### config.mk
export PLATFORM = sky130hd
export DESIGN_NAME = hazard_tracker_flat
export DESIGN_NICKNAME = d
export VERILOG_FILES = /design/src/rtl/hazard_tracker_if.sv /design/src/rtl/hazard_tracker.sv /design/src/flat_wrapper.sv
export SDC_FILE = /design/constraint.sdc
export NUM_CORES = 1
export LEC_CHECK = 0
export CAP_MARGIN = 20
export CORE_UTILIZATION = 39
export CTS_BUF_LIST = sky130_fd_sc_hd__clkbuf_16
export DETAILED_ROUTE_END_ITERATION = 10
export GPL_TIMING_DRIVEN = 0
export PLACE_DENSITY_LB_ADDON = 0.3
export SLEW_MARGIN = 20
export SYNTH_ARGS = -nofsm -noshare
export SYNTH_HDL_FRONTEND = slang
export SYNTH_SLANG_ARGS = --single-unit
### constraint.sdc
create_clock -name clk -period 2.05 [get_ports clk]
set_clock_uncertainty 0.1 [all_clocks]
set_input_delay 0.41 -clock clk [delete_from_list [all_inputs] [get_ports clk]]
set_output_delay 0.41 -clock clk [all_outputs]
set_load 0.01 [all_outputs]
### src/rtl/hazard_tracker_if.sv
// hazard_tracker_if: D-stage hazard inputs and forwarding/stall outputs of the hazard tracker
//   master drives D_* instruction info and observes the forwarding/stall outputs;
//   slave (hazard_tracker) consumes D_* and drives A3_*/*_W/Tnew_*/stall/E_clr/md_busy.
interface hazard_tracker_if;
  logic [4:0] D_A1;
  logic [4:0] D_A2;
  logic       D_use_rs;
  logic       D_use_rt;
  logic [1:0] D_Tuse_rs;
  logic [1:0] D_Tuse_rt;
  logic [4:0] D_A3;
  logic       D_W;
  logic [1:0] D_Tnew;
  logic       D_md_start;
  logic       D_md_div;
  logic       D_md_use;
  logic [4:0] A3_E;
  logic [4:0] A3_M;
  logic [4:0] A3_W;
  logic       E_W;
  logic       M_W;
  logic       W_W;
  logic [1:0] Tnew_E;
  logic [1:0] Tnew_M;
  logic       stall;
  logic       E_clr;
  logic       md_busy;
  modport master (
    output D_A1, D_A2, D_use_rs, D_use_rt, D_Tuse_rs, D_Tuse_rt,
           D_A3, D_W, D_Tnew, D_md_start, D_md_div, D_md_use,
    input  A3_E, A3_M, A3_W, E_W, M_W, W_W, Tnew_E, Tnew_M, stall, E_clr, md_busy
  );
  modport slave (
    input  D_A1, D_A2, D_use_rs, D_use_rt, D_Tuse_rs, D_Tuse_rt,
           D_A3, D_W, D_Tnew, D_md_start, D_md_div, D_md_use,
    output A3_E, A3_M, A3_W, E_W, M_W, W_W, Tnew_E, Tnew_M, stall, E_clr, md_busy
  );
endinterface

### src/rtl/hazard_tracker.sv
// hazard_tracker: tracks E/M/W destination tags and Tnew, generates stall/E-bubble and md busy
//   clk   - rising-edge clock
//   reset - asynchronous active-low reset
//   hif   - hazard_tracker_if.slave: D-stage instruction info in, forwarding tags/stall out
module hazard_tracker #(
  parameter int MULT_LAT = 5,
  parameter int DIV_LAT  = 10
) (
  input logic             clk,
  input logic             reset,
  hazard_tracker_if.slave hif
);
  logic [4:0] a3_e_q, a3_e_d, a3_m_q, a3_m_d, a3_w_q, a3_w_d;
  logic       e_w_q, e_w_d, m_w_q, m_w_d, w_w_q, w_w_d;
  logic [1:0] tnew_e_q, tnew_e_d, tnew_m_q, tnew_m_d;
  logic       md_pend_q, md_pend_d, md_div_q, md_div_d;
  logic [3:0] md_cnt_q, md_cnt_d;
  logic       haz_rs, haz_rt, haz_md, stall;
  always_comb begin
    haz_rs = hif.D_use_rs && hif.D_A1 != 5'd0 &&
             ((hif.D_A1 == a3_e_q && e_w_q && tnew_e_q > hif.D_Tuse_rs) ||
              (hif.D_A1 == a3_m_q && m_w_q && tnew_m_q > hif.D_Tuse_rs));
    haz_rt = hif.D_use_rt && hif.D_A2 != 5'd0 &&
             ((hif.D_A2 == a3_e_q && e_w_q && tnew_e_q > hif.D_Tuse_rt) ||
              (hif.D_A2 == a3_m_q && m_w_q && tnew_m_q > hif.D_Tuse_rt));
    // A start still sitting in E has not loaded the counter yet, so it counts as busy too
    haz_md = hif.D_md_use && (md_cnt_q != 4'd0 || md_pend_q);
    stall  = haz_rs || haz_rt || haz_md;
    a3_w_d    = a3_m_q;
    w_w_d     = m_w_q;
    a3_m_d    = a3_e_q;
    m_w_d     = e_w_q;
    tnew_m_d  = tnew_e_q == 2'd0 ? 2'd0 : tnew_e_q - 2'd1;
    a3_e_d    = stall ? 5'd0 : hif.D_A3;
    e_w_d     = stall ? 1'b0 : hif.D_W;
    tnew_e_d  = stall ? 2'd0 : hif.D_Tnew;
    md_pend_d = !stall && hif.D_md_start;
    md_div_d  = !stall && hif.D_md_start && hif.D_md_div;
    md_cnt_d  = md_pend_q ? (md_div_q ? 4'(DIV_LAT) : 4'(MULT_LAT)) :
                md_cnt_q != 4'd0 ? md_cnt_q - 4'd1 : 4'd0;
  end
  always_ff @(posedge clk or negedge reset) begin
    if (!reset) begin
      a3_e_q    <= 5'd0;
      a3_m_q    <= 5'd0;
      a3_w_q    <= 5'd0;
      e_w_q     <= 1'b0;
      m_w_q     <= 1'b0;
      w_w_q     <= 1'b0;
      tnew_e_q  <= 2'd0;
      tnew_m_q  <= 2'd0;
      md_pend_q <= 1'b0;
      md_div_q  <= 1'b0;
      md_cnt_q  <= 4'd0;
    end else begin
      a3_e_q    <= a3_e_d;
      a3_m_q    <= a3_m_d;
      a3_w_q    <= a3_w_d;
      e_w_q     <= e_w_d;
      m_w_q     <= m_w_d;
      w_w_q     <= w_w_d;
      tnew_e_q  <= tnew_e_d;
      tnew_m_q  <= tnew_m_d;
      md_pend_q <= md_pend_d;
      md_div_q  <= md_div_d;
      md_cnt_q  <= md_cnt_d;
    end
  end
  assign hif.A3_E    = a3_e_q;
  assign hif.A3_M    = a3_m_q;
  assign hif.A3_W    = a3_w_q;
  assign hif.E_W     = e_w_q;
  assign hif.M_W     = m_w_q;
  assign hif.W_W     = w_w_q;
  assign hif.Tnew_E  = tnew_e_q;
  assign hif.Tnew_M  = tnew_m_q;
  assign hif.stall   = stall;
  assign hif.E_clr   = stall;
  assign hif.md_busy = md_cnt_q != 4'd0;
endmodule

### src/flat_wrapper.sv
// flat-port wrapper written by rule: the top's interface ports become plain ports
module hazard_tracker_flat 
#(
  parameter int MULT_LAT = 5,
  parameter int DIV_LAT  = 10
)
  (clk, reset, hif_D_A1, hif_D_A2, hif_D_use_rs, hif_D_use_rt, hif_D_Tuse_rs, hif_D_Tuse_rt, hif_D_A3, hif_D_W, hif_D_Tnew, hif_D_md_start, hif_D_md_div, hif_D_md_use, hif_A3_E, hif_A3_M, hif_A3_W, hif_E_W, hif_M_W, hif_W_W, hif_Tnew_E, hif_Tnew_M, hif_stall, hif_E_clr, hif_md_busy);
  hazard_tracker_if hif_i ();
  input logic clk;
  input logic reset;
  input wire logic [$bits(hif_i.D_A1)-1:0] hif_D_A1;
  input wire logic [$bits(hif_i.D_A2)-1:0] hif_D_A2;
  input wire logic [$bits(hif_i.D_use_rs)-1:0] hif_D_use_rs;
  input wire logic [$bits(hif_i.D_use_rt)-1:0] hif_D_use_rt;
  input wire logic [$bits(hif_i.D_Tuse_rs)-1:0] hif_D_Tuse_rs;
  input wire logic [$bits(hif_i.D_Tuse_rt)-1:0] hif_D_Tuse_rt;
  input wire logic [$bits(hif_i.D_A3)-1:0] hif_D_A3;
  input wire logic [$bits(hif_i.D_W)-1:0] hif_D_W;
  input wire logic [$bits(hif_i.D_Tnew)-1:0] hif_D_Tnew;
  input wire logic [$bits(hif_i.D_md_start)-1:0] hif_D_md_start;
  input wire logic [$bits(hif_i.D_md_div)-1:0] hif_D_md_div;
  input wire logic [$bits(hif_i.D_md_use)-1:0] hif_D_md_use;
  output wire logic [$bits(hif_i.A3_E)-1:0] hif_A3_E;
  output wire logic [$bits(hif_i.A3_M)-1:0] hif_A3_M;
  output wire logic [$bits(hif_i.A3_W)-1:0] hif_A3_W;
  output wire logic [$bits(hif_i.E_W)-1:0] hif_E_W;
  output wire logic [$bits(hif_i.M_W)-1:0] hif_M_W;
  output wire logic [$bits(hif_i.W_W)-1:0] hif_W_W;
  output wire logic [$bits(hif_i.Tnew_E)-1:0] hif_Tnew_E;
  output wire logic [$bits(hif_i.Tnew_M)-1:0] hif_Tnew_M;
  output wire logic [$bits(hif_i.stall)-1:0] hif_stall;
  output wire logic [$bits(hif_i.E_clr)-1:0] hif_E_clr;
  output wire logic [$bits(hif_i.md_busy)-1:0] hif_md_busy;
  assign hif_i.D_A1 = hif_D_A1;
  assign hif_i.D_A2 = hif_D_A2;
  assign hif_i.D_use_rs = hif_D_use_rs;
  assign hif_i.D_use_rt = hif_D_use_rt;
  assign hif_i.D_Tuse_rs = hif_D_Tuse_rs;
  assign hif_i.D_Tuse_rt = hif_D_Tuse_rt;
  assign hif_i.D_A3 = hif_D_A3;
  assign hif_i.D_W = hif_D_W;
  assign hif_i.D_Tnew = hif_D_Tnew;
  assign hif_i.D_md_start = hif_D_md_start;
  assign hif_i.D_md_div = hif_D_md_div;
  assign hif_i.D_md_use = hif_D_md_use;
  assign hif_A3_E = hif_i.A3_E;
  assign hif_A3_M = hif_i.A3_M;
  assign hif_A3_W = hif_i.A3_W;
  assign hif_E_W = hif_i.E_W;
  assign hif_M_W = hif_i.M_W;
  assign hif_W_W = hif_i.W_W;
  assign hif_Tnew_E = hif_i.Tnew_E;
  assign hif_Tnew_M = hif_i.Tnew_M;
  assign hif_stall = hif_i.stall;
  assign hif_E_clr = hif_i.E_clr;
  assign hif_md_busy = hif_i.md_busy;
  hazard_tracker #(.MULT_LAT(MULT_LAT), .DIV_LAT(DIV_LAT)) u_core (.clk(clk), .reset(reset), .hif(hif_i));
endmodule
==> out/metrics.csv <==
stage,metric,value,unit
outcome,outcome,"complete, but fails checks",
outcome,violations,setup timing,
grt,grt_pass1_wl,5.67,mm
yosys,seq_area_frac_synth,49.3,%
yosys,syn_inst,131,
sta,worstMarginPinSlew,612,ps
clocking,cts_root_buf,clkbuf_16,
yosys,yosysTopAreaCellShare,49.3,%
placement,placed_area,0.00201,mm²
routing,drc_errors,0,
placement,hpwl,2.54,mm
sta,setup_viol,2,
setup_path,endpoint_kind,output port,
placement,place_inst,230,
routing,drtIter0Drc,32,
grt,grt_pass1_vias,1218,
placement,place_ws,-1190,ps
cells_and_area,final_common_cell,clkdlybuf4s50_1,
yosys,ys.flop_type,dfrtp_1,
yosys,synth_edf_count,0,
routing,ant_nets,0,
cells_and_area,design_area,0.00225,mm²
sta,finalHoldViolCount,0,
placement,numPortBuffers,53,
die,fp-row-count,21,
clocking,cts_hold_buffers,0,
run,cap_violations,0,
sta,fin_ws,-545,ps
setup_path,crit_arrival,2090,ps
routing,wl_per_cell,14.3,µm
sta,fin_crit_sh,127,%
setup_path,crit_fanout,2,
sta,finalSetupTns,-1010,ps
setup_path,start_kind,input port,
sta,max_freq,385,MHz
die,die_area,0.00389,mm²
die,die_x,62.4,µm
clocking,numClockSinks,28,
cells_and_area,num_antenna_cells,0,
placement,gp_congestion,0.908,
power_and_ir_drop,ir_worst_vdd,0.000421,V
grt,grt_max_degree,29,
cells_and_area,instances_no_fill,239,
yosys,synth_area,0.00142,mm²
routing,firstDrtPassIters,4,
yosys,yosys_register_bits,28,
die,core,0.00342,mm²
sta,drv_slew,0,
setup_path,crit_start,hif_D_Tuse_rt[1],
yosys,ys_types,26,
yosys,syn-num-nets,168,
routing,viasPerCell,5.00,
clocking,clock_latency,260,ps
routing,routed_wl,3.42,mm
grt,grt_overflow,0,
yosys,synthArstFlopShare,100,%
setup_path,cp.required,1540,ps
power_and_ir_drop,pwr_density_cell,787,mW/mm²
clocking,cts_tree,done,
clocking,path_clk_slew,60,ps
cells_and_area,layout-drive-gt1-share,29.5,%
grt,antenna_found_initial,0,
routing,num_vias,1196,
yosys,syn_area_per_cell,10.9,µm²
cells_and_area,areaGrowthSynthToFinish,58.4,%
power_and_ir_drop,p_total,1.77,mW
cells_and_area,mostFrequentLayoutCells,"35 x clkdlybuf4s50_1, 26 x dfrtp_1, 16 x xnor2_1",
sta,post-route-min-period,2600,ps
die,initial_utilization,41.6,%
min_path,worstHoldPathType,input port to async pin,
yosys,ys_top_cells_by_area,"dfrtp_1 49%, xnor2_1 9.9%, ha_1 7.0%",
sta,rsz0062_at_grt,true,
cells_and_area,fin_util,65.9,%
clocking,numCtsBuffers,3,
clocking,htree_levels,1,
setup_path,path_class,input port to output port,
power_and_ir_drop,power_leakage,0.972,nW
die,io_pins,54,
sta,slew_headroom,59.2,%
yosys,yosysWarningCount,0,
cells_and_area,fin_nets,231,
clocking,cts_buffer_depth,2,
setup_path,r2r-start,u_core.hif.Tnew_M[1]$_DFF_PN0_,
die,dieHeight,62.4,µm
yosys,yosysTopAreaCell,dfrtp_1,
grt,track_usage,18.8,%
sta,hold_ws,56.1,ps
report_power, final:
| part | switching (mW) | leakage [nW] | internal, mW |
|---|---|---|---|
| Sequential | 0.112 | 0.355 | 0.645 |
| Combinational | 0.254 | 0.579 | 0.324 |
| Clock | 0.174 | 0.0385 | 0.261 |
kinds of logic (layout without fill, tap and decap cells):
logic type | Yosys count | after routing | synth area share, %
and+or+nand+nor | 50 | 50 | 21.5
buffers and inverters | 12 | 74 | 3.96
AOI/OAI and AO/OA | 13 | 13 | 5.90
DFF | 28 | 28 | 49.3
adders and majority gates | 8 | 8 | 7.04
xor gates and xnor gates | 20 | 20 | 12.3
registers in the layout, indices dropped and copies added (netlist names), 2 cells and up:
name	cells
u_core.hif.A3_E	5
u_core.hif.A3_M	5
u_core.hif.A3_W	5
u_core.md_cnt_q	4
u_core.hif.Tnew_E	2
u_core.hif.Tnew_M	2
final cells by class:
cell class | instances | area, µm²
tap | 46 | 57.6
clock inverter | 1 | 3.75
clock buffer | 3 | 75.1
multi-input combinational | 91 | 812
buffer | 4 | 30.0
inverter | 8 | 30.0
sequential | 28 | 703
timing repair buffer | 58 | 539
fill | 281 | 1160
per-layer routing:
| metal | global-route usage (%) | wire length (µm) | up-vias |
|---|---|---|---|
| li1 | - | - | 566 |
| met1 | 21.9 | 1390 | 583 |
| met4 | 6.10 | 48 | 0 |
| met3 | 2.74 | 178 | 4 |
| met2 | 35.0 | 1810 | 43 |
| met5 | 0 | 0 | - |
Yosys cell counts (2+ instances only):
cell and n:
xor2_1 4, nand3_1 9, or4_1 2, nand2_1 14
ha_1 8, xnor2_1 16, a21oi_1 6, dfrtp_1 28
nor4_1 4, nand2b_1 2, nor2b_1 3, o21ai_0 2
nor3_2 10, nor2_1 2, buf_4 3, inv_1 8
repair_timing:
action	in CTS	in global routing
setup buffers	4	1
gates resized for setup	56	11
endpoints found under the setup margin	13	13
pin swaps	7	10
critical path: stages:
cell and delay (ps):
dlygate4sd2_1 240, inv_2 90, ha_4 220, a21oi_2 150, nor4_2 70, o221a_1 260
or3b_4 410, buf_6 120, buf_6 110
path summary, 6_finish.rpt:
kind / cells past startpoint / end / slack, ps
worst min register to register: 0 / u_core.hif.A3_W[4]$_DFF_PN0_ / 370
max in group asynchronous: 1 / u_core.hif.Tnew_E[1]$_DFF_PN0_ / 1360
worst min-delay path: 1 / u_core.hif.W_W$_DFF_PN0_ / 60
min in group clk: 0 / u_core.hif.A3_W[4]$_DFF_PN0_ / 370
worst max-delay path: 9 / hif_stall / -550
worst max register to register: 8 / u_core.hif.A3_E[2]$_DFF_PN0_ / 60
Power figures use the tool's default switching activity.
